$ cat config.mk
export PLATFORM = sky130hd
export DESIGN_NAME = mem_access_master_flat
export DESIGN_NICKNAME = d
export VERILOG_FILES = /design/src/rtl/mem_access_master_if.sv /design/src/rtl/mem_access_master.sv /design/src/flat_wrapper.sv
export SDC_FILE = /design/constraint.sdc
export NUM_CORES = 1
export LEC_CHECK = 0
export CAP_MARGIN = 20
export CORE_UTILIZATION = 45
export DETAILED_ROUTE_END_ITERATION = 6
export MAX_ROUTING_LAYER = met4
export PLACE_DENSITY_LB_ADDON = 0.12
export SLEW_MARGIN = 20
export SYNTH_ARGS = -nofsm -noshare
export SYNTH_HDL_FRONTEND = slang
export SYNTH_SLANG_ARGS = --single-unit
$ cat constraint.sdc
create_clock -name clk -period 4.5 [get_ports clk]
set_input_delay 0.675 -clock clk [delete_from_list [all_inputs] [get_ports clk]]
set_output_delay 0.675 -clock clk [all_outputs]
set_load 0.03 [all_outputs]
$ cat src/rtl/mem_access_master_if.sv
// rtl/mem_access_master_if.sv - request/response and memory bus bundle for mem_access_master
interface mem_access_master_if #(
  parameter int WIDTH = 32
) ();
  logic             req_valid;
  logic             req_ready;
  logic             req_write;
  logic [1:0]       req_size;
  logic             req_signed;
  logic [WIDTH-1:0] req_addr;
  logic [WIDTH-1:0] req_wdata;
  logic             resp_valid;
  logic [WIDTH-1:0] resp_rdata;
  logic             resp_err;
  logic [WIDTH-1:0] address;
  logic [WIDTH-1:0] wr_data;
  logic             mem_write;
  logic [WIDTH-1:0] rd_data;

  modport master (
    input  req_valid, req_write, req_size, req_signed, req_addr, req_wdata, rd_data,
    output req_ready, resp_valid, resp_rdata, resp_err, address, wr_data, mem_write
  );

  modport slave (
    output req_valid, req_write, req_size, req_signed, req_addr, req_wdata, rd_data,
    input  req_ready, resp_valid, resp_rdata, resp_err, address, wr_data, mem_write
  );
endinterface

$ cat src/rtl/mem_access_master.sv
// rtl/mem_access_master.sv - load/store request to word-aligned big-endian bus cycles
// Sub-word stores are read-modify-write; every output is registered.
module mem_access_master #(
  parameter int WIDTH = 32
) (
  input logic                 clk,
  input logic                 rst,
  mem_access_master_if.master bus
);

  typedef enum logic [2:0] {
    S_IDLE,
    S_ACCESS,
    S_WAIT,
    S_WRITE,
    S_RESP,
    S_ERR_RESP
  } state_t;

  state_t           state_q, state_d;
  logic [1:0]       off_q, off_d;
  logic [15:0]      wdata_q, wdata_d;
  logic [1:0]       size_q, size_d;
  logic             signed_q, signed_d;
  logic             write_q, write_d;
  logic             req_ready_q, req_ready_d;
  logic             resp_valid_q, resp_valid_d;
  logic             resp_err_q, resp_err_d;
  logic [WIDTH-1:0] resp_rdata_q, resp_rdata_d;
  logic [WIDTH-1:0] address_q, address_d;
  logic [WIDTH-1:0] wr_data_q, wr_data_d;
  logic             mem_write_q, mem_write_d;

  logic             misaligned;
  logic [7:0]       byte_lane;
  logic [15:0]      half_lane;
  logic [WIDTH-1:0] load_data;
  logic [WIDTH-1:0] merged;

  assign misaligned = ((bus.req_size == 2'b01) && bus.req_addr[0]) ||
                      (bus.req_size[1] && (bus.req_addr[1:0] != 2'b00));

  // Big-endian lanes: offset 0 is the most significant byte of the word.
  always_comb begin
    byte_lane = bus.rd_data[31:24];
    case (off_q)
      2'd0:    byte_lane = bus.rd_data[31:24];
      2'd1:    byte_lane = bus.rd_data[23:16];
      2'd2:    byte_lane = bus.rd_data[15:8];
      default: byte_lane = bus.rd_data[7:0];
    endcase
    half_lane = off_q[1] ? bus.rd_data[15:0] : bus.rd_data[31:16];

    load_data = bus.rd_data;
    case (size_q)
      2'b00:   load_data = {{24{signed_q & byte_lane[7]}}, byte_lane};
      2'b01:   load_data = {{16{signed_q & half_lane[15]}}, half_lane};
      default: load_data = bus.rd_data;
    endcase

    merged = bus.rd_data;
    if (size_q == 2'b00) begin
      case (off_q)
        2'd0:    merged[31:24] = wdata_q[7:0];
        2'd1:    merged[23:16] = wdata_q[7:0];
        2'd2:    merged[15:8]  = wdata_q[7:0];
        default: merged[7:0]   = wdata_q[7:0];
      endcase
    end else if (off_q[1]) begin
      merged[15:0] = wdata_q;
    end else begin
      merged[31:16] = wdata_q;
    end
  end

  // Output registers load the values belonging to the state being entered.
  always_comb begin
    state_d      = state_q;
    off_d        = off_q;
    wdata_d      = wdata_q;
    size_d       = size_q;
    signed_d     = signed_q;
    write_d      = write_q;
    req_ready_d  = 1'b0;
    resp_valid_d = 1'b0;
    resp_err_d   = 1'b0;
    resp_rdata_d = '0;
    address_d    = address_q;
    wr_data_d    = wr_data_q;
    mem_write_d  = 1'b0;

    case (state_q)
      S_IDLE: begin
        if (bus.req_valid && req_ready_q) begin
          off_d    = bus.req_addr[1:0];
          wdata_d  = bus.req_wdata[15:0];
          size_d   = bus.req_size;
          signed_d = bus.req_signed;
          write_d  = bus.req_write;
          if (misaligned) begin
            state_d      = S_ERR_RESP;
            resp_valid_d = 1'b1;
            resp_err_d   = 1'b1;
          end else begin
            state_d   = S_ACCESS;
            address_d = {bus.req_addr[WIDTH-1:2], 2'b00};
            if (bus.req_write && bus.req_size[1]) begin
              mem_write_d = 1'b1;
              wr_data_d   = bus.req_wdata;
            end
          end
        end else begin
          req_ready_d = 1'b1;
        end
      end
      S_ACCESS: begin
        if (write_q && size_q[1]) begin
          state_d      = S_RESP;
          resp_valid_d = 1'b1;
        end else begin
          state_d = S_WAIT;
        end
      end
      S_WAIT: begin
        if (write_q) begin
          state_d     = S_WRITE;
          wr_data_d   = merged;
          mem_write_d = 1'b1;
        end else begin
          state_d      = S_RESP;
          resp_rdata_d = load_data;
          resp_valid_d = 1'b1;
        end
      end
      S_WRITE: begin
        state_d      = S_RESP;
        resp_valid_d = 1'b1;
      end
      S_RESP, S_ERR_RESP: begin
        state_d     = S_IDLE;
        req_ready_d = 1'b1;
      end
      default: begin
        state_d = S_IDLE;
      end
    endcase
  end

  always_ff @(posedge clk or posedge rst) begin
    if (rst) begin
      state_q      <= S_IDLE;
      off_q        <= '0;
      wdata_q      <= '0;
      size_q       <= '0;
      signed_q     <= 1'b0;
      write_q      <= 1'b0;
      req_ready_q  <= 1'b0;
      resp_valid_q <= 1'b0;
      resp_err_q   <= 1'b0;
      resp_rdata_q <= '0;
      address_q    <= '0;
      wr_data_q    <= '0;
      mem_write_q  <= 1'b0;
    end else begin
      state_q      <= state_d;
      off_q        <= off_d;
      wdata_q      <= wdata_d;
      size_q       <= size_d;
      signed_q     <= signed_d;
      write_q      <= write_d;
      req_ready_q  <= req_ready_d;
      resp_valid_q <= resp_valid_d;
      resp_err_q   <= resp_err_d;
      resp_rdata_q <= resp_rdata_d;
      address_q    <= address_d;
      wr_data_q    <= wr_data_d;
      mem_write_q  <= mem_write_d;
    end
  end

  assign bus.req_ready  = req_ready_q;
  assign bus.resp_valid = resp_valid_q;
  assign bus.resp_err   = resp_err_q;
  assign bus.resp_rdata = resp_rdata_q;
  assign bus.address    = address_q;
  assign bus.wr_data    = wr_data_q;
  assign bus.mem_write  = mem_write_q;

endmodule

$ cat src/flat_wrapper.sv
// flat-port wrapper written by rule: the top's interface ports become plain ports
module mem_access_master_flat 
#(
  parameter int WIDTH = 32
)
  (clk, rst, bus_req_valid, bus_req_write, bus_req_size, bus_req_signed, bus_req_addr, bus_req_wdata, bus_rd_data, bus_req_ready, bus_resp_valid, bus_resp_rdata, bus_resp_err, bus_address, bus_wr_data, bus_mem_write);
  mem_access_master_if #(.WIDTH(WIDTH)) bus_i ();
  input logic clk;
  input logic rst;
  input wire logic [$bits(bus_i.req_valid)-1:0] bus_req_valid;
  input wire logic [$bits(bus_i.req_write)-1:0] bus_req_write;
  input wire logic [$bits(bus_i.req_size)-1:0] bus_req_size;
  input wire logic [$bits(bus_i.req_signed)-1:0] bus_req_signed;
  input wire logic [$bits(bus_i.req_addr)-1:0] bus_req_addr;
  input wire logic [$bits(bus_i.req_wdata)-1:0] bus_req_wdata;
  input wire logic [$bits(bus_i.rd_data)-1:0] bus_rd_data;
  output wire logic [$bits(bus_i.req_ready)-1:0] bus_req_ready;
  output wire logic [$bits(bus_i.resp_valid)-1:0] bus_resp_valid;
  output wire logic [$bits(bus_i.resp_rdata)-1:0] bus_resp_rdata;
  output wire logic [$bits(bus_i.resp_err)-1:0] bus_resp_err;
  output wire logic [$bits(bus_i.address)-1:0] bus_address;
  output wire logic [$bits(bus_i.wr_data)-1:0] bus_wr_data;
  output wire logic [$bits(bus_i.mem_write)-1:0] bus_mem_write;
  assign bus_i.req_valid = bus_req_valid;
  assign bus_i.req_write = bus_req_write;
  assign bus_i.req_size = bus_req_size;
  assign bus_i.req_signed = bus_req_signed;
  assign bus_i.req_addr = bus_req_addr;
  assign bus_i.req_wdata = bus_req_wdata;
  assign bus_i.rd_data = bus_rd_data;
  assign bus_req_ready = bus_i.req_ready;
  assign bus_resp_valid = bus_i.resp_valid;
  assign bus_resp_rdata = bus_i.resp_rdata;
  assign bus_resp_err = bus_i.resp_err;
  assign bus_address = bus_i.address;
  assign bus_wr_data = bus_i.wr_data;
  assign bus_mem_write = bus_i.mem_write;
  mem_access_master #(.WIDTH(WIDTH)) u_core (.clk(clk), .rst(rst), .bus(bus_i));
endmodule
==> out/metrics.yaml <==
drt:
  wl_per_cell_um: 19.9
  wl_mm: 18.1
  vias: 5029
  ant_nets: 0
  vias_per_cell: 5.56
  drt-initial-drc-count: 358
  first_pass_iters: 4
  drcViolationCount: 0
global_route:
  grt_util_all_layers: 0.290
  grt_antenna_before_repair: 0
  grt_max_degree: 80
  grt_overflow: 0
  grt_pass1_wl_mm: 27.6
  grt_pass1_vias: 5069
placed_design:
  place_congestion: 0.895
  detailed_place_hpwl_mm: 13.0
  place_ws_ps: 1560
  io_buffers: 200
  postPlaceCellArea_sq_um: 7900
finish:
  final_common_cell: "clkdlybuf4s50_1"
  final_nets: 823
  drive_gt1_frac: 0.156
  fin_area_sq_um: 8510
  flow.area_growth_from_synthesis_pct: 47.2
  final_cell_mix: "200 x clkdlybuf4s50_1, 123 x dfrtp_1, 62 x mux2_2"
  diodes: 0
logic_synthesis:
  synth_edf_count: 0
  synth_top_family_by_area: "compound AO/OA/AOI/OAI gates"
  syn_area_sq_um: 5780
  synth_top_area_frac: 0.532
  syn_inst: 528
  synth-compound-area-share: 0.198
  synth_fa_ha_area_frac: 0
  synth-async-reset-ratio: 1.00
  yosysTopAreaCell: "dfrtp_1"
  synthMuxAreaShare: 0.127
  yosysSeqAreaShare: 0.532
  synthXorXnorAreaFrac: 0
  synthSimpleGateAreaFrac: 0.101
  synth.area.top_cells: "dfrtp_1 53%, mux2_2 12%, o21ai_0 3.3%, nand2_1 2.7%, a21oi_1 2.6%"
  ys_ff_latch: 123
  postSynthAreaPerCell_sq_um: 11.0
  ys.flop_type: "dfrtp_1"
  synth.distinct_cells: 43
  yosys_warnings: 0
cts:
  clkTransAtPathRegs_ps: 50
  root_buffer: "clkbuf_16"
  worstSkewPairLatency_ps: 420
  cts_made_buffers: 17
  cts.sinks: 123
  cts.path.max_buffers: 2
  h-tree-depth: 4
  cts_hold_buf: 0
  cts_resized: 0
  cts_tree: "built"
  post_cts_buffers: 0
critical_path:
  cp.required_ps: 4860
  arrival_ps: 3300
  crit_path_start_kind: "flip-flop"
  path_max_fanout: 40
  end_kind: "flip-flop"
  r2r_setup_slack_ps: 1550
  crit_type: "reg2reg"
power:
  p_total_mw: 6.30
  peakVddDrop_uv: 486
  p_leak_nw: 3.68
  powerDensity_nw_per_um2: 741
sta:
  drv_slew: 0
  period_minus_slack_ps: 2950
  fin_ws_ps: 1550
  worst_pin_slew_ps: 1120
  fmax_ghz: 0.339
  fin_crit_sh: 0.655
  setup_viol: 0
  skew_ps: 6.55
  maxSlewHeadroom: 0.256
  setup_tns_ps: 0
  rsz0062_at_grt: "no"
  hold_viol: 0
floorplan:
  die-width_um: 115
  coreArea_sq_um: 12600
  fp.dieArea_sq_um: 13300
  rows: 41
  die_y_um: 115
  io_pins: 203
  start_util: 0.460
status:
  outcome: "completed"
min_path:
  worstHoldPathType: "reg2reg"
job:
  maxCapViolCount: 0
-- cell type report --
class / instances / area (sq um)
multi-input cells: 354 / 2470
clock inverters: 10 / 140
well taps: 172 / 215
flip-flops and latches: 123 / 3080
clock buffers: 22 / 474
fillers: 984 / 4060
inverters: 15 / 58.8
repair buffers: 209 / 2080
-- cells in the mapped netlist, types with 2 or more instances --
cell and number:
o32ai_1 2, dfrtp_1 123, buf_2 8, o221ai_1 16, o21a_1 9, mux2_1 3, buf_6 3, and2_1 7
a21oi_1 30, a31oi_1 24, nand2b_1 17, buf_4 3, a221oi_1 8, nand2_1 41, a21o_1 18, inv_1 14
o31ai_1 9, or2_2 4, a211oi_1 8, and3_1 6, mux2_2 62, o21ai_0 38, nor2_1 34, clkbuf_1 22
-- metal layers --
metal	GRT usage	vias up	part of all wire
met5	-	-	0
met4	0.0978	0	0.015
met3	0.0865	22	0.088
met2	0.473	255	0.49
met1	0.342	2451	0.41
li1	-	2301	-
-- report_power, final --
part           switching, mW  internal [mW]
clock                  0.490          0.913
sequential             0.400           1.54
combinational           1.69           1.27
-- path summary, 6_finish.rpt --
kind / from / to / depth (start not counted)
min in group asynchronous: rst / u_core.bus.address[11]$_DFFE_PP0P_ / 2
worst max-delay path: u_core.state_q[1]$_DFFE_PP0P_ / u_core.bus.resp_rdata[27]$_DFF_PP0_ / 6
max in group asynchronous: rst / u_core.bus.mem_write$_DFF_PP0_ / 3
worst max register to register: u_core.state_q[1]$_DFFE_PP0P_ / u_core.bus.resp_rdata[27]$_DFF_PP0_ / 6
worst min-delay path: u_core.bus.address[16]$_DFFE_PP0P_ / u_core.bus.address[16]$_DFFE_PP0P_ / 1
worst min register to register: u_core.bus.address[16]$_DFFE_PP0P_ / u_core.bus.address[16]$_DFFE_PP0P_ / 1
-- stage by stage --
| step | std cells | util | hold WS [ps] |
|---|---|---|---|
| floorplan | 529 | - | 474 |
| global placement | 872 | 0.627 | 476 |
| detailed placement | 873 | 0.628 | 486 |
| CTS | 905 | 0.677 | 499 |
| global route | 905 | 0.677 | 515 |
| finish | 905 | 0.677 | 495 |
-- logic make-up (layout without fill, tap and decap cells) --
logic type      after synthesis  after routing
mux                          65             65
buf+inv                      52            256
simple gates                118            118
other cells                   1              2
compound gates              169            169
flops                       123            123
-- state kept, by name (all words and copies together) (netlist names) --
name and flops:
u_core.signed_q 1, u_core.state_q 3, u_core.bus.address 30, u_core.bus.req_ready 1, u_core.bus.resp_rdata 32, u_core.wdata_q 16
u_core.bus.resp_err 1, u_core.size_q 2, u_core.bus.resp_valid 1, u_core.bus.wr_data 32, u_core.write_q 1, u_core.off_q 2
u_core.bus.mem_write 1
-- critical path: stages, from the launching register on --
cell and delay [ps]:
dfrtp_1 330, buf_4 350, nor3b_4 240, buf_4 290
nand2b_1 460, a2111oi_4 1040, a21o_1 150
(Power assumes the default switching activity.)
